===== src/rtl/reg_writeback_unit_if.sv =====
// reg_writeback_unit_if: producer handshakes, register-file write port and hazard query bundle.
interface reg_writeback_unit_if #(
  parameter int DATA_W = 32,
  parameter int ADDR_W = 5,
  parameter int DEPTH  = 4
);
  logic                    alu_valid;
  logic                    alu_ready;
  logic [ADDR_W-1:0]       alu_rd;
  logic [DATA_W-1:0]       alu_data;
  logic                    mem_valid;
  logic                    mem_ready;
  logic [ADDR_W-1:0]       mem_rd;
  logic [DATA_W-1:0]       mem_data;
  logic                    reg_write;
  logic [ADDR_W-1:0]       rd_add;
  logic [DATA_W-1:0]       write_reg_data;
  logic [ADDR_W-1:0]       rs1_add;
  logic [ADDR_W-1:0]       rs2_add;
  logic                    rs1_pending;
  logic                    rs2_pending;
  logic [$clog2(DEPTH):0]  count;
  modport master (
    output alu_valid, alu_rd, alu_data, mem_valid, mem_rd, mem_data, rs1_add, rs2_add,
    input  alu_ready, mem_ready, reg_write, rd_add, write_reg_data, rs1_pending, rs2_pending, count
  );
  modport slave (
    input  alu_valid, alu_rd, alu_data, mem_valid, mem_rd, mem_data, rs1_add, rs2_add,
    output alu_ready, mem_ready, reg_write, rd_add, write_reg_data, rs1_pending, rs2_pending, count
  );
endinterface


===== src/rtl/reg_writeback_unit.sv =====
// reg_writeback_unit: in-order FIFO merging ALU and load results into one register-file write per cycle.
module reg_writeback_unit #(
  parameter int DATA_W = 32,
  parameter int ADDR_W = 5,
  parameter int DEPTH  = 4
) (
  input logic                 clk,
  input logic                 rst,
  reg_writeback_unit_if.slave bus
);
  localparam int PW = $clog2(DEPTH);
  localparam int CW = PW + 1;
  logic [ADDR_W-1:0] r_rd   [DEPTH];
  logic [DATA_W-1:0] r_data [DEPTH];
  logic [DEPTH-1:0]  r_vld;
  logic [PW-1:0]     r_wp, r_rp;
  logic [CW-1:0]     r_cnt;
  logic              r_we;
  logic [ADDR_W-1:0] r_rd_add;
  logic [DATA_W-1:0] r_wdata;
  logic              w_mem_ready, w_alu_ready, w_mem_push, w_alu_push, w_pop, w_p1, w_p2;
  logic [CW-1:0]     w_cnt_mem;
  logic [PW-1:0]     w_alu_wp;
  // load port claims the last free slot, so alu readiness counts a pending load
  assign w_mem_ready = r_cnt < CW'(DEPTH);
  assign w_cnt_mem   = r_cnt + CW'(bus.mem_valid && bus.mem_rd != '0);
  assign w_alu_ready = w_cnt_mem < CW'(DEPTH);
  assign w_mem_push  = bus.mem_valid && w_mem_ready && bus.mem_rd != '0;
  assign w_alu_push  = bus.alu_valid && w_alu_ready && bus.alu_rd != '0;
  assign w_pop       = r_cnt != '0;
  assign w_alu_wp    = r_wp + PW'(w_mem_push);
  always_ff @(posedge clk or posedge rst) begin
    if (rst) begin
      r_wp     <= '0;
      r_rp     <= '0;
      r_cnt    <= '0;
      r_vld    <= '0;
      r_we     <= 1'b0;
      r_rd_add <= '0;
      r_wdata  <= '0;
    end else begin
      r_we <= w_pop;
      if (w_pop) begin
        r_rd_add     <= r_rd[r_rp];
        r_wdata      <= r_data[r_rp];
        r_vld[r_rp]  <= 1'b0;
        r_rp         <= r_rp + PW'(1);
      end
      if (w_mem_push) r_vld[r_wp] <= 1'b1;
      if (w_alu_push) r_vld[w_alu_wp] <= 1'b1;
      r_wp  <= r_wp + PW'(w_mem_push) + PW'(w_alu_push);
      r_cnt <= r_cnt + CW'(w_mem_push) + CW'(w_alu_push) - CW'(w_pop);
    end
  end
  always_ff @(posedge clk) begin
    if (w_mem_push) begin
      r_rd[r_wp]   <= bus.mem_rd;
      r_data[r_wp] <= bus.mem_data;
    end
    if (w_alu_push) begin
      r_rd[w_alu_wp]   <= bus.alu_rd;
      r_data[w_alu_wp] <= bus.alu_data;
    end
  end
  always_comb begin
    w_p1 = r_we && r_rd_add == bus.rs1_add;
    w_p2 = r_we && r_rd_add == bus.rs2_add;
    for (int i = 0; i < DEPTH; i++) begin
      w_p1 = w_p1 | (r_vld[i] && r_rd[i] == bus.rs1_add);
      w_p2 = w_p2 | (r_vld[i] && r_rd[i] == bus.rs2_add);
    end
  end
  assign bus.alu_ready      = w_alu_ready;
  assign bus.mem_ready      = w_mem_ready;
  assign bus.reg_write      = r_we;
  assign bus.rd_add         = r_rd_add;
  assign bus.write_reg_data = r_wdata;
  assign bus.rs1_pending    = w_p1 && bus.rs1_add != '0;
  assign bus.rs2_pending    = w_p2 && bus.rs2_add != '0;
  assign bus.count          = r_cnt;
endmodule


===== src/flat_wrapper.sv =====
// flat-port wrapper written by rule: the top's interface ports become plain ports
module reg_writeback_unit_flat 
#(
  parameter int DATA_W = 32,
  parameter int ADDR_W = 5,
  parameter int DEPTH  = 4
)
  (clk, rst, bus_alu_valid, bus_alu_rd, bus_alu_data, bus_mem_valid, bus_mem_rd, bus_mem_data, bus_rs1_add, bus_rs2_add, bus_alu_ready, bus_mem_ready, bus_reg_write, bus_rd_add, bus_write_reg_data, bus_rs1_pending, bus_rs2_pending, bus_count);
  reg_writeback_unit_if #(.DATA_W(DATA_W), .ADDR_W(ADDR_W), .DEPTH(DEPTH)) bus_i ();
  input logic clk;
  input logic rst;
  input wire logic [$bits(bus_i.alu_valid)-1:0] bus_alu_valid;
  input wire logic [$bits(bus_i.alu_rd)-1:0] bus_alu_rd;
  input wire logic [$bits(bus_i.alu_data)-1:0] bus_alu_data;
  input wire logic [$bits(bus_i.mem_valid)-1:0] bus_mem_valid;
  input wire logic [$bits(bus_i.mem_rd)-1:0] bus_mem_rd;
  input wire logic [$bits(bus_i.mem_data)-1:0] bus_mem_data;
  input wire logic [$bits(bus_i.rs1_add)-1:0] bus_rs1_add;
  input wire logic [$bits(bus_i.rs2_add)-1:0] bus_rs2_add;
  output wire logic [$bits(bus_i.alu_ready)-1:0] bus_alu_ready;
  output wire logic [$bits(bus_i.mem_ready)-1:0] bus_mem_ready;
  output wire logic [$bits(bus_i.reg_write)-1:0] bus_reg_write;
  output wire logic [$bits(bus_i.rd_add)-1:0] bus_rd_add;
  output wire logic [$bits(bus_i.write_reg_data)-1:0] bus_write_reg_data;
  output wire logic [$bits(bus_i.rs1_pending)-1:0] bus_rs1_pending;
  output wire logic [$bits(bus_i.rs2_pending)-1:0] bus_rs2_pending;
  output wire logic [$bits(bus_i.count)-1:0] bus_count;
  assign bus_i.alu_valid = bus_alu_valid;
  assign bus_i.alu_rd = bus_alu_rd;
  assign bus_i.alu_data = bus_alu_data;
  assign bus_i.mem_valid = bus_mem_valid;
  assign bus_i.mem_rd = bus_mem_rd;
  assign bus_i.mem_data = bus_mem_data;
  assign bus_i.rs1_add = bus_rs1_add;
  assign bus_i.rs2_add = bus_rs2_add;
  assign bus_alu_ready = bus_i.alu_ready;
  assign bus_mem_ready = bus_i.mem_ready;
  assign bus_reg_write = bus_i.reg_write;
  assign bus_rd_add = bus_i.rd_add;
  assign bus_write_reg_data = bus_i.write_reg_data;
  assign bus_rs1_pending = bus_i.rs1_pending;
  assign bus_rs2_pending = bus_i.rs2_pending;
  assign bus_count = bus_i.count;
  reg_writeback_unit #(.DATA_W(DATA_W), .ADDR_W(ADDR_W), .DEPTH(DEPTH)) u_core (.clk(clk), .rst(rst), .bus(bus_i));
endmodule

===== config.mk =====
export PLATFORM = sky130hd
export DESIGN_NAME = reg_writeback_unit_flat
export DESIGN_NICKNAME = d
export VERILOG_FILES = /design/src/rtl/reg_writeback_unit_if.sv /design/src/rtl/reg_writeback_unit.sv /design/src/flat_wrapper.sv
export SDC_FILE = /design/constraint.sdc
export NUM_CORES = 1
export LEC_CHECK = 0
export BUFFER_PORTS_ARGS = -buffer_cell sky130_fd_sc_hd__buf_4
export CELL_PAD_IN_SITES_DETAIL_PLACEMENT = 0
export CELL_PAD_IN_SITES_GLOBAL_PLACEMENT = 1
export CORE_MARGIN = 2
export CORE_UTILIZATION = 45
export DETAILED_ROUTE_END_ITERATION = 12
export PLACE_DENSITY = 0.87
export SLEW_MARGIN = 10
export SYNTH_ARGS = -nofsm -noshare
export SYNTH_HDL_FRONTEND = slang
export SYNTH_SLANG_ARGS = --single-unit

===== constraint.sdc =====
create_clock -name clk -period 6.08 [get_ports clk]
set_input_delay 0.912 -clock clk [delete_from_list [all_inputs] [get_ports clk]]
set_output_delay 0.912 -clock clk [all_outputs]
set_load 0.02 [all_outputs]

# Word level (Yosys, flattened, before mapping)
# Memories as Yosys holds them, arrays and structs flattened. A register that Yosys moved wholly into a read port is not among the register bits.
# Index checks and enable logic that the tools add are counted.
[classes]
n_addsub = 7
n_lt_le_gt_ge = 8
n_eq_ne = 10
mux = 13
n_bitwise = 12
reduce_logical = 25
[ops]
columns = ["op", "count"]
rows = [
  ["5-bit equality test", 10],
  ["1-bit logical AND", 20],
  ["5-bit nonzero test", 4],
  ["4-bit 2-to-1 mux", 3],
  ["3-bit by 1-bit adder with 3-bit output", 3],
  ["2-bit by 3-bit less-than comparator with 1-bit output, second input constant", 3],
  ["1-bit bitwise OR", 8],
  ["4-bit bitwise OR", 2],
  ["1-bit 2-to-1 mux", 7],
  ["1-bit demux with 2-bit select", 3],
  ["2-bit by 1-bit >= comparator with 1-bit output, second input constant", 3],
  ["3-bit less-than comparator, second input constant", 2],
  ["2-bit by 1-bit adder with 2-bit output", 2],
  ["4-bit AND", 1],
  ["4-bit NOT", 1],
  ["3-bit nonzero test", 1],
  ["3-bit by 1-bit subtractor with 3-bit output", 1],
  ["2-bit by 1-bit adder with 2-bit output, second input constant", 1],
]
[word_totals]
register_bits = 12
ramBits = 148
input_bits = 88
output_inout_bits = 45
wordCells = 82
mem_count = 2
[mem_list]
columns = ["memory", "depth", "word_bits", "rd", "rd_ports_with_merged_regs", "write_ports", "line_no", "rtl"]
rows = [
  ["u_core.r_data", 4, 32, 1, 1, 2, "reg_writeback_unit.sv:14", "logic [DATA_W-1:0] r_data [DEPTH];"],
  ["u_core.r_rd", 4, 5, 5, 1, 2, "reg_writeback_unit.sv:13", "logic [ADDR_W-1:0] r_rd [DEPTH];"],
]

# Longest topological paths before layout
[depth]
word_depth = 11
mapped_depth = 11
depth_no_buf = 10

# Least setup slack after synthesis
# OpenSTA, ideal clock, no wires.
[synth_path]
kind = "input-to-reg"
from = "input bus_mem_rd[1]"
to = "memory u_core.r_data[1][0], enable pin"
setup_time_ns = 0.393
arrival_ns = 3.860
t_required_ns = 5.687
path_slack_ns = 1.827
path_stages = 11
path_buffers = 2
cell_sequence = "or4_1 o21ai_0 nand2b_1 inv_1 ha_1 xnor2_1 nand2_1 nor3_2 buf_4 buf_4 a21o_1"
[synth_lines]
columns = ["element", "line_no", "rtl"]
rows = [
  ["start: declaration", "flat_wrapper.sv:16", "input wire logic [$bits(bus_i.mem_rd)-1:0] bus_mem_rd;"],
  ["end: declaration", "reg_writeback_unit.sv:14", ""],
]

==> run metrics <==
run status complete, no violations; Final min period 3890 ps; vias per inst 5.42; HP Class input port to async pin; Gate power share 37.8%; area leader, netlist edfxtp_1; clock transition at the registers of the reported paths 70 ps; Switching Share 35.2%; EDFF count, synth 148; Die Wd 152 um; global-route wire length before repair 36.1 mm; post-synthesis sequential area ratio 57.3%; Post-CTS Hold Buffers 0; internal power 3.76 mW; synth top area cells edfxtp_1 (45%), mux2_2 (12%), dfrtp_1 (12%), mux4_2 (8.4%), nand2_1 (4.5%); CP bufs+invs 2; final worst clock skew 11.7 ps; clock share of power 20.2%; # DRC 0; CP Launch Type input port; Most used DFF post-synth edfxtp_1; Mapped Cells 675; Critical Path Sink Type register; num rows 54; commonest cells in the netlist edfxtp_1 (148), nand2_1 (119), mux2_2 (109), dfrtp_1 (49), xor2_1 (41); largest net degree at the start of global routing 46; detailed-route via count 5867; DRT antenna net count 0; critical path's largest stage delay 800 ps; routability cong. 0.857; leakage 4.48 nW; Mapped Nets 772; WP data arrival 3940 ps; Tcrit/Tclk final 64.0%; Clk Latency, worst-skew pair 430 ps; library cells used by synthesis 38; H-Tree Level Count 4; Max Freq 0.257 GHz; Final Hold Viols 0; MaxCap Viol Count 0; detailed placement HPWL 14.1 mm; CP Cell Sequence buf_4 -> or4_1 -> o21ai_0 -> nand2b_1 -> inv_1 -> ha_1 -> xnor2_1 -> nand2_1 -> nor3_4 -> a21o_2; post-CTS setup buffer count 0; clk buf depth 2; Slew Limit Fails 0; clock sink total 197; most common cell in the synthesized netlist edfxtp_1; antenna violations before repair 0; Initial Util 45.6%; core box area 21700 um2; die height 152 um; number of setup violations in the final report 0; Crit path max-delay family simple AND/OR/NAND/NOR gates; Final TNS setup 0 ps; Critical Path RT 6130 ps; DRT iter0 DRCs 286; critical path fanouts, max 37; I/O pin cnt 133; worst-margin pin slew 1150 ps; DRT Pass-1 Iters 5; Root Driver clkbuf_16; die area 23200 um2; Power Total 5.80 mW; pwr dens 496 nW/um2; Synth async-reset ratio 24.9%; Max VDD drop 0.279 mV; Total GRT Usage 20.1%; Yosys reg bits 197; # diodes 0; slowest CP cell a21o_2; Post-CTS Resized 0; Routed wire per std cell 20.9 um; Area growth, synth to finish 18.2%; Net Sw Power 2.04 mW; Ys Warns 0; GR Overflow Total 0; kind of critical path input port to register; Buffers on Ports 132; Num CTS Buffers 17; CTS tree yes; vias in the first global route 6408; Post-Syn Area 9900 um2; worst rel slew slack 23.3%; Synth top area share 44.9%; final WL 22.6 mm; Synth Area per Inst 14.7 um2; RSZ-0062 raised after global routing no; layout cell share with drive strength beyond 1 41.1%; Nets 887; sequential fraction of design power 42.0%
layer usage:
layer / vias up / track usage [%] / share of wire (%)
met5: - / 0 / 0
met2: 161 / 34.3 / 50
met4: 0 / 5.56 / 1.1
li1: 2715 / - / -
met1: 2974 / 26.8 / 43
met3: 17 / 3.56 / 6.0
area by class of cell:
class	instances	area, um2
fillers	1799	9990
flip-flops and latches	197	5680
multi-input cells	422	3970
repair buffers	139	1040
clock buffers	22	464
well taps	280	350
clock inverters	10	146
inverters	13	48.8
metrics by stage:
stage,instances,util (%),instance area (um2),hold slack [ps],setup WS [ps]
6_report,1083,53.9,11700,401,2190
5_1_grt,1083,53.9,11700,417,1940
4_1_cts,1083,53.9,11700,396,2200
3_5_place_dp,1051,51.1,11100,457,1770
3_3_place_gp,1051,51.1,11100,454,1860
2_1_floorplan,675,-,9900,481,1830
kinds of logic after synthesis:
| kind of cell | count (synthesis) | synth area share [%] |
|---|---|---|
| flip-flops | 197 | 57.3 |
| multiplexers | 185 | 25.3 |
| AND/OR/NAND/NOR | 158 | 7.19 |
| XOR/XNOR | 57 | 5.12 |
| buffers and inverters | 56 | 2.79 |
| AO/OA/AOI/OAI | 13 | 1.07 |
| adder cells (fa/ha/maj) | 9 | 1.29 |
path summary, 6_finish.rpt:
| check | start | to | slack, ps | depth (start not counted) |
|---|---|---|---|---|
| min reg2reg | u_core.bus.write_reg_data[4]$_DFFE_PP0N_ | u_core.bus.write_reg_data[4]$_DFFE_PP0N_ | 470 | 2 |
| max | bus_mem_rd[1] | u_core.r_rd[1][1]$_DFFE_PP_ | 2190 | 10 |
| max in group asynchronous | rst | u_core.r_rp[0]$_DFFE_PP0N_ | 4760 | 3 |
| min | rst | u_core.bus.write_reg_data[16]$_DFFE_PP0N_ | 400 | 2 |
| max reg2reg | u_core.bus.count[2]$_DFF_PP0_ | u_core.r_rd[1][1]$_DFFE_PP_ | 2940 | 8 |
| min in group clk | u_core.bus.write_reg_data[4]$_DFFE_PP0N_ | u_core.bus.write_reg_data[4]$_DFFE_PP0N_ | 470 | 2 |
cells in the final DEF, fill, tap and decap left out, types with 12 or more instances in the layout:
| cell type | netlist | routed |
|---|---|---|
| xnor2_1 | 15 | 15 |
| mux2_1 | 39 | 39 |
| edfxtp_1 | 148 | 148 |
| nand3_1 | 12 | 12 |
| mux4_2 | 37 | 37 |
| mux2_2 | 109 | 109 |
| clkbuf_16 | 0 | 17 |
| buf_4 | 8 | 139 |
| dfrtp_1 | 49 | 47 |
| xor2_1 | 41 | 41 |
| nand2_1 | 119 | 119 |
power by group through the flow:
stage	clock, mW	combinational [mW]	sequential (mW)
finish	1.17	2.19	2.44
global route	1.25	2.39	2.50
CTS	1.19	2.23	2.45
detailed placement	0	2.22	2.48
global placement	0	2.18	2.46
floorplan	0	1.48	2.42
worst reg2reg max path: cells and delay by family (launching register included):
| family | cells | cell delay [ps] |
|---|---|---|
| AO/OA/AOI/OAI | 1 | 800 |
| buffers and inverters | 2 | 260 |
| AND/OR/NAND/NOR | 3 | 500 |
| flip-flops | 1 | 470 |
| XOR/XNOR | 1 | 430 |
| adder cells (fa/ha/maj) | 1 | 250 |
state kept, by name, indices dropped and copies added, names as in the netlist:
name / cells
u_core.bus.reg_write: 1
u_core.r_data: 128
u_core.bus.write_reg_data: 32
u_core.r_wp: 2
u_core.r_rp: 2
u_core.bus.count: 3
u_core.r_rd: 20
u_core.r_vld: 4
u_core.bus.rd_add: 5
No activity file was read; power rests on OpenSTA's default activity.
